`config.mk`:
```
export PLATFORM = sky130hd
export DESIGN_NAME = fsm_4s_step_ctrl
export DESIGN_NICKNAME = d
export VERILOG_FILES = /design/src/rtl/fsm_4s_step_ctrl.sv
export SDC_FILE = /design/constraint.sdc
export NUM_CORES = 1
export LEC_CHECK = 0
export CAP_MARGIN = 40
export CORE_AREA = 5 5 51 53
export CTS_CLUSTER_SIZE = 16
export DETAILED_ROUTE_END_ITERATION = 6
export DIE_AREA = 0 0 56 58
export PLACE_DENSITY = 0.79
export SLEW_MARGIN = 40
export SYNTH_ARGS = -nofsm -noshare
export SYNTH_HDL_FRONTEND = slang
export SYNTH_SLANG_ARGS = --single-unit
```
`constraint.sdc`:
```
create_clock -name clk -period 2.85 [get_ports clk]
set_input_delay 0.285 -clock clk [delete_from_list [all_inputs] [get_ports clk]]
set_output_delay 0.285 -clock clk [all_outputs]
set_load 0.01 [all_outputs]
```
`src/rtl/fsm_4s_step_ctrl.sv`:
```
// Sequential shell around the 4-state Moore comb stage. It holds the state register,
// runs the input/output val/rdy handshakes and keeps the step and detection counters.
module fsm_4s_step_ctrl #(
  parameter int NBITS_CNT = 8
) (
  input  logic                 clk,
  input  logic                 reset,
  input  logic                 clear,
  input  logic                 in_val,
  output logic                 in_rdy,
  input  logic [1:0]           in_msg,
  output logic [1:0]           state,
  output logic [1:0]           comb_in,
  input  logic [1:0]           state_next,
  input  logic                 out,
  output logic                 out_val,
  input  logic                 out_rdy,
  output logic                 out_msg,
  output logic [NBITS_CNT-1:0] step_count,
  output logic [NBITS_CNT-1:0] det_count
);

  typedef enum logic [1:0] {
    ST_A = 2'd0,
    ST_B = 2'd1,
    ST_C = 2'd2,
    ST_D = 2'd3
  } state_t;

  localparam logic [NBITS_CNT-1:0] CNT_MAX = '1;

  state_t               state_q, state_d;
  logic                 out_val_d;
  logic [NBITS_CNT-1:0] step_d, det_d;
  logic                 in_fire, out_fire;

  // The comb stage sees the raw symbol; out_msg is its Moore output, so it only
  // follows the registered state and never the incoming symbol.
  assign comb_in  = in_msg;
  assign out_msg  = out;
  assign state    = state_q;

  assign in_rdy   = !out_val || out_rdy;
  assign in_fire  = in_val && in_rdy;
  assign out_fire = out_val && out_rdy;

  // NOTE: every variable written here gets a default first, so no path leaves it
  // unassigned and no latch is inferred.
  always_comb begin
    state_d   = state_q;
    out_val_d = out_val;
    step_d    = step_count;
    det_d     = det_count;

    // A simultaneous input fire keeps out_val high so the next token follows back-to-back.
    if (in_fire) begin
      state_d   = state_t'(state_next);
      out_val_d = 1'b1;
      step_d    = step_count + 1'b1;
    end else if (out_fire) begin
      out_val_d = 1'b0;
    end

    if (out_fire && out_msg && (det_count != CNT_MAX)) begin
      det_d = det_count + 1'b1;
    end

    if (clear) begin
      step_d = '0;
      det_d  = '0;
    end
  end

  // NOTE: non-blocking assignments make every register sample pre-edge values,
  // independent of statement order.
  always_ff @(posedge clk) begin
    if (reset) begin
      state_q    <= ST_A;
      out_val    <= 1'b0;
      step_count <= '0;
      det_count  <= '0;
    end else begin
      state_q    <= state_d;
      out_val    <= out_val_d;
      step_count <= step_d;
      det_count  <= det_d;
    end
  end

endmodule

```
==> flow_summary.html <==
<table>
<tr><th>Metric</th><th>Value</th></tr>
<tr><th colspan="2">Timing</th></tr>
<tr><td>Max Fclk</td><td>518.7 MHz</td></tr>
<tr><td>Minimum period implied by the final worst setup slack</td><td>1.928 ns</td></tr>
<tr><td>Slew @ Worst Pin</td><td>roughly 0.34 ns</td></tr>
<tr><td>Worst-case headroom to the max-slew limit</td><td>0.7711</td></tr>
<tr><td>Clock tree skew after final layout</td><td>0.006112 ns</td></tr>
<tr><td>Hold_ws</td><td>0.4686 ns</td></tr>
<tr><td>Setup repair after global routing missed its margin</td><td>no</td></tr>
<tr><td>Setup_tns</td><td>0 ns</td></tr>
<tr><td>Final worst-path setup slack</td><td>0.9222 ns</td></tr>
<tr><td>Final setup vio count</td><td>0</td></tr>
<tr><td>Final slew viol count</td><td>0</td></tr>
<tr><td>Final Cycle Share</td><td>0.6764</td></tr>
<tr><td>Final hold vios</td><td>0</td></tr>
<tr><th colspan="2">Logic synthesis</th></tr>
<tr><td>Largest cells by area after synthesis</td><td>dfxtp_1 42%, xor2_1 6.8%, a21oi_1 5.0%, nor2_1 5.0%, nand3_1 4.4%</td></tr>
<tr><td>Distinct cells, synth</td><td>31</td></tr>
<tr><td>Average cell area after synthesis</td><td>between 8 and 9 µm²</td></tr>
<tr><td>Library cell occupying the most area in the post-synthesis netlist</td><td>dfxtp_1</td></tr>
<tr><td>Sequential-to-total area share from yosys stat</td><td>0.4211</td></tr>
<tr><td>Total number of yosys warnings</td><td>0</td></tr>
<tr><td>Number of instances in the synthesized netlist</td><td>103</td></tr>
<tr><td>Summed instance area of the synthesized netlist</td><td>~900 µm²</td></tr>
<tr><td>Area share of the largest cell type after synthesis</td><td>0.4211</td></tr>
<tr><td>Net count after synthesis</td><td>115</td></tr>
<tr><td>Number of register bits inferred by synthesis</td><td>19</td></tr>
<tr><th colspan="2">Finish</th></tr>
<tr><td>Multi-input logic area</td><td>about 470 µm²</td></tr>
<tr><td>Finished Cell Area</td><td>1199 µm²</td></tr>
<tr><td>Fraction of final layout cells sized beyond drive strength 1</td><td>0.07813</td></tr>
<tr><td>Number of fillers in the final layout</td><td>slightly below 200</td></tr>
<tr><td>Footprint of the flip-flops and latches</td><td>380.4 µm²</td></tr>
<tr><td>Area Overhead vs Synth</td><td>32.69%</td></tr>
<tr><td>Diodes inserted</td><td>0</td></tr>
<tr><td># nets final</td><td>141</td></tr>
<tr><th colspan="2">Pwr</th></tr>
<tr><td>Power share of the combinational group</td><td>0.095</td></tr>
<tr><td>Internal power summed over all cells</td><td>0.0003439 W</td></tr>
<tr><td>Proportion of power drawn by the clock network</td><td>0.296</td></tr>
<tr><td>Sequential Power Share</td><td>0.609</td></tr>
<tr><td>Areal power density over the cells</td><td>373.3 nW/µm²</td></tr>
<tr><td>Leakage component of the power</td><td>0.4245 nW</td></tr>
<tr><td>Max IR drop VDD</td><td>between 0.15 and 0.2 mV</td></tr>
<tr><td>Power after layout</td><td>0.0004474 W</td></tr>
<tr><td>Switching share of power</td><td>0.2313</td></tr>
<tr><td>Net Switching</td><td>0.0001035 W</td></tr>
<tr><th colspan="2">Floorplan</th></tr>
<tr><td>Number of placement rows</td><td>17</td></tr>
<tr><td>Count of boundary I/O pins</td><td>33</td></tr>
<tr><td>Initial cell density of the core</td><td>0.4290</td></tr>
<tr><td>Die area</td><td>~3200 µm²</td></tr>
<tr><td>Core Box Area</td><td>2106 µm²</td></tr>
<tr><td>Die extent in x</td><td>~56 µm</td></tr>
<tr><td>Die height</td><td>approximately 58 µm</td></tr>
<tr><th colspan="2">CTS</th></tr>
<tr><td>Clk slew on worst S/H paths</td><td>roughly 0.10 ns</td></tr>
<tr><td>Number of levels the H-tree was split into</td><td>1</td></tr>
<tr><td>CTS tree</td><td>done</td></tr>
<tr><td>Postcts setup bufs</td><td>0</td></tr>
<tr><td>Post_cts resized</td><td>0</td></tr>
<tr><td>Quantity of hold-fixing buffers added after cts</td><td>0</td></tr>
<tr><td>Clock latency on the worst-skew pair</td><td>0.29 ns</td></tr>
<tr><td>Cell at the root of the clock tree</td><td>clkbuf_4</td></tr>
<tr><td>Clock buffer count from CTS</td><td>3</td></tr>
<tr><td>Clk sink count</td><td>19</td></tr>
<tr><td>Number of buffers between clock root and the deepest sink</td><td>2</td></tr>
<tr><th colspan="2">Global route</th></tr>
<tr><td>Number of antenna violations at the first check in global routing</td><td>0</td></tr>
<tr><td>All-Layer GR Usage</td><td>0.1199</td></tr>
<tr><td>Final global-route overflow total</td><td>0</td></tr>
<tr><td>Maximum number of pins on one net before global-route repair</td><td>16</td></tr>
<tr><td>Vias in the first global route</td><td>790</td></tr>
<tr><td>Global-route wire length before repair</td><td>3194 µm</td></tr>
<tr><th colspan="2">Setup path</th></tr>
<tr><td>CP arrival</td><td>1.64 ns</td></tr>
<tr><td>Register-to-Register Setup Slack</td><td>1.31 ns</td></tr>
<tr><td>Path depth of the worst reg2reg path</td><td>5</td></tr>
<tr><td>CP required</td><td>2.57 ns</td></tr>
<tr><td>Type of element capturing the critical path</td><td>output port</td></tr>
<tr><td>Critical path launch point type</td><td>input pin</td></tr>
<tr><td>CP Max Fanout</td><td>11</td></tr>
<tr><td>Category of the most critical setup path</td><td>input pin to output port</td></tr>
<tr><th colspan="2">Detailed routing</th></tr>
<tr><td>Number of routed nets with antenna violations</td><td>0</td></tr>
<tr><td>Number of optimization iterations in the first detailed-route pass</td><td>4</td></tr>
<tr><td>Wirelength per Cell</td><td>roughly 13 µm</td></tr>
<tr><td>Via density per instance</td><td>approximately 5.4</td></tr>
<tr><td>Count of vias placed by the detailed router</td><td>840</td></tr>
<tr><td>Drc violations</td><td>0</td></tr>
<tr><td>Total wirelength of the detailed-routed design</td><td>1983 µm</td></tr>
<tr><td>DRC violation total after the first TritonRoute iteration</td><td>11</td></tr>
<tr><th colspan="2">Flow run</th></tr>
<tr><td>Max-Cap Viols</td><td>0</td></tr>
<tr><th colspan="2">Hold path</th></tr>
<tr><td>Worst hold path type</td><td>flip-flop to flip-flop</td></tr>
<tr><td>Worst Hold Depth</td><td>2</td></tr>
<tr><th colspan="2">Place</th></tr>
<tr><td>Placer's final routability congestion estimate</td><td>0.8961</td></tr>
<tr><td>Post-Place Setup Slack</td><td>0.9245 ns</td></tr>
<tr><td>Cell area after placement</td><td>roughly 1200 µm²</td></tr>
<tr><td>Port Buf Inserts</td><td>28</td></tr>
<tr><td>HPWL after detailed placement</td><td>1519 µm</td></tr>
<tr><th colspan="2">Status</th></tr>
<tr><td>Run status</td><td>completed</td></tr>
</table>
-- cell usage after synthesis --
cell / n
inv_1: 2
nand4_1: 5
ha_1: 2
or4_1: 1
clkbuf_1: 1
a21oi_1: 9
or3_1: 1
o31ai_1: 1
mux2i_1: 1
buf_4: 3
or3_2: 1
o21ai_0: 4
nor2_1: 12
buf_6: 1
nor3_1: 1
nand3_1: 8
o311a_2: 1
and2_1: 3
a311oi_1: 2
and3_4: 1
and3_1: 1
dfxtp_1: 19
and4_1: 1
xnor2_1: 1
or2_2: 1
a211oi_1: 1
or2b_2: 1
buf_2: 2
xor2_1: 7
nand2_1: 8
nand4_4: 1
-- power groups by stage --
| stage | clock network (W) | registers, W | logic (W) |
|---|---|---|---|
| 2_1_floorplan | 0 | 0.000280 | 0.0000225 |
| 3_3_place_gp | 0 | 0.000278 | 0.0000419 |
| 3_5_place_dp | 0 | 0.000279 | 0.0000427 |
| 4_1_cts | 0.000140 | 0.000273 | 0.0000429 |
| 5_1_grt | 0.000152 | 0.000273 | 0.0000463 |
| 6_report | 0.000133 | 0.000272 | 0.0000425 |
-- worst paths after layout --
kind	start	end
setup / recovery	out_rdy	in_rdy
hold reg to reg	state[1]$_SDFFE_PP0P_	state[1]$_SDFFE_PP0P_
hold / removal	state[1]$_SDFFE_PP0P_	state[1]$_SDFFE_PP0P_
setup reg to reg	det_count[0]$_SDFFE_PP0P_	det_count[1]$_SDFFE_PP0P_
-- cell usage in the layout, fill, tap and decap left out, types with 2 or more instances in the layout --
cell,count
clkdlybuf4s50_1,28
nand3_1,8
inv_1,2
clkbuf_4,3
a21oi_1,9
dfxtp_1,19
nand4_1,5
xor2_1,7
ha_1,2
nand2_1,8
o21ai_0,4
nor2_1,12
a311oi_1,2
and2_1,3
-- cell type report --
class,instances,share of cell area
clock buffer,3,0.01879
clock inverter,1,0.004175
inverter,2,0.006263
multi-input combinational,75,0.3904
sequential,19,0.3173
tap,28,0.02923
timing repair buffer,28,0.2338
-- kinds of logic (layout without fill, tap and decap cells) --
family	after synthesis	in the layout	share of synthesized area
compound gates	18	18	0.1205
simple gates	46	46	0.2812
flops	19	19	0.4210
mux	1	1	0.01108
xor+xnor	8	8	0.07757
buf+inv	9	34	0.06094
fa+ha+maj	2	2	0.02770
-- through the flow --
| stage | instances | utilization |
|---|---|---|
| 4_1_cts | 156 | 0.5692 |
| 5_1_grt | 156 | 0.5692 |
| 2_1_floorplan | 103 | - |
| 6_report | 156 | 0.5692 |
| 3_3_place_gp | 152 | 0.5562 |
| 3_5_place_dp | 152 | 0.5562 |
-- worst max-delay path: stages --
cell and delay [ns]:
clkdlybuf4s50_1 0.45, or2b_2 0.40, clkdlybuf4s50_1 0.51
-- sequential cells by signal (all words and copies together), names as in the netlist --
| signal | count |
|---|---|
| out_val | 1 |
| state | 2 |
| det_count | 8 |
| step_count | 8 |
-- per-layer routing --
layer  GRT usage  wire (µm)  up-vias
li1            -          -      412
met1      0.1327        868      390
met2      0.2154        917       34
met3     0.04009        172        4
met4     0.04068         25        0
met5           0          0        -
Note: power is estimated with default switching activity, not from simulation.
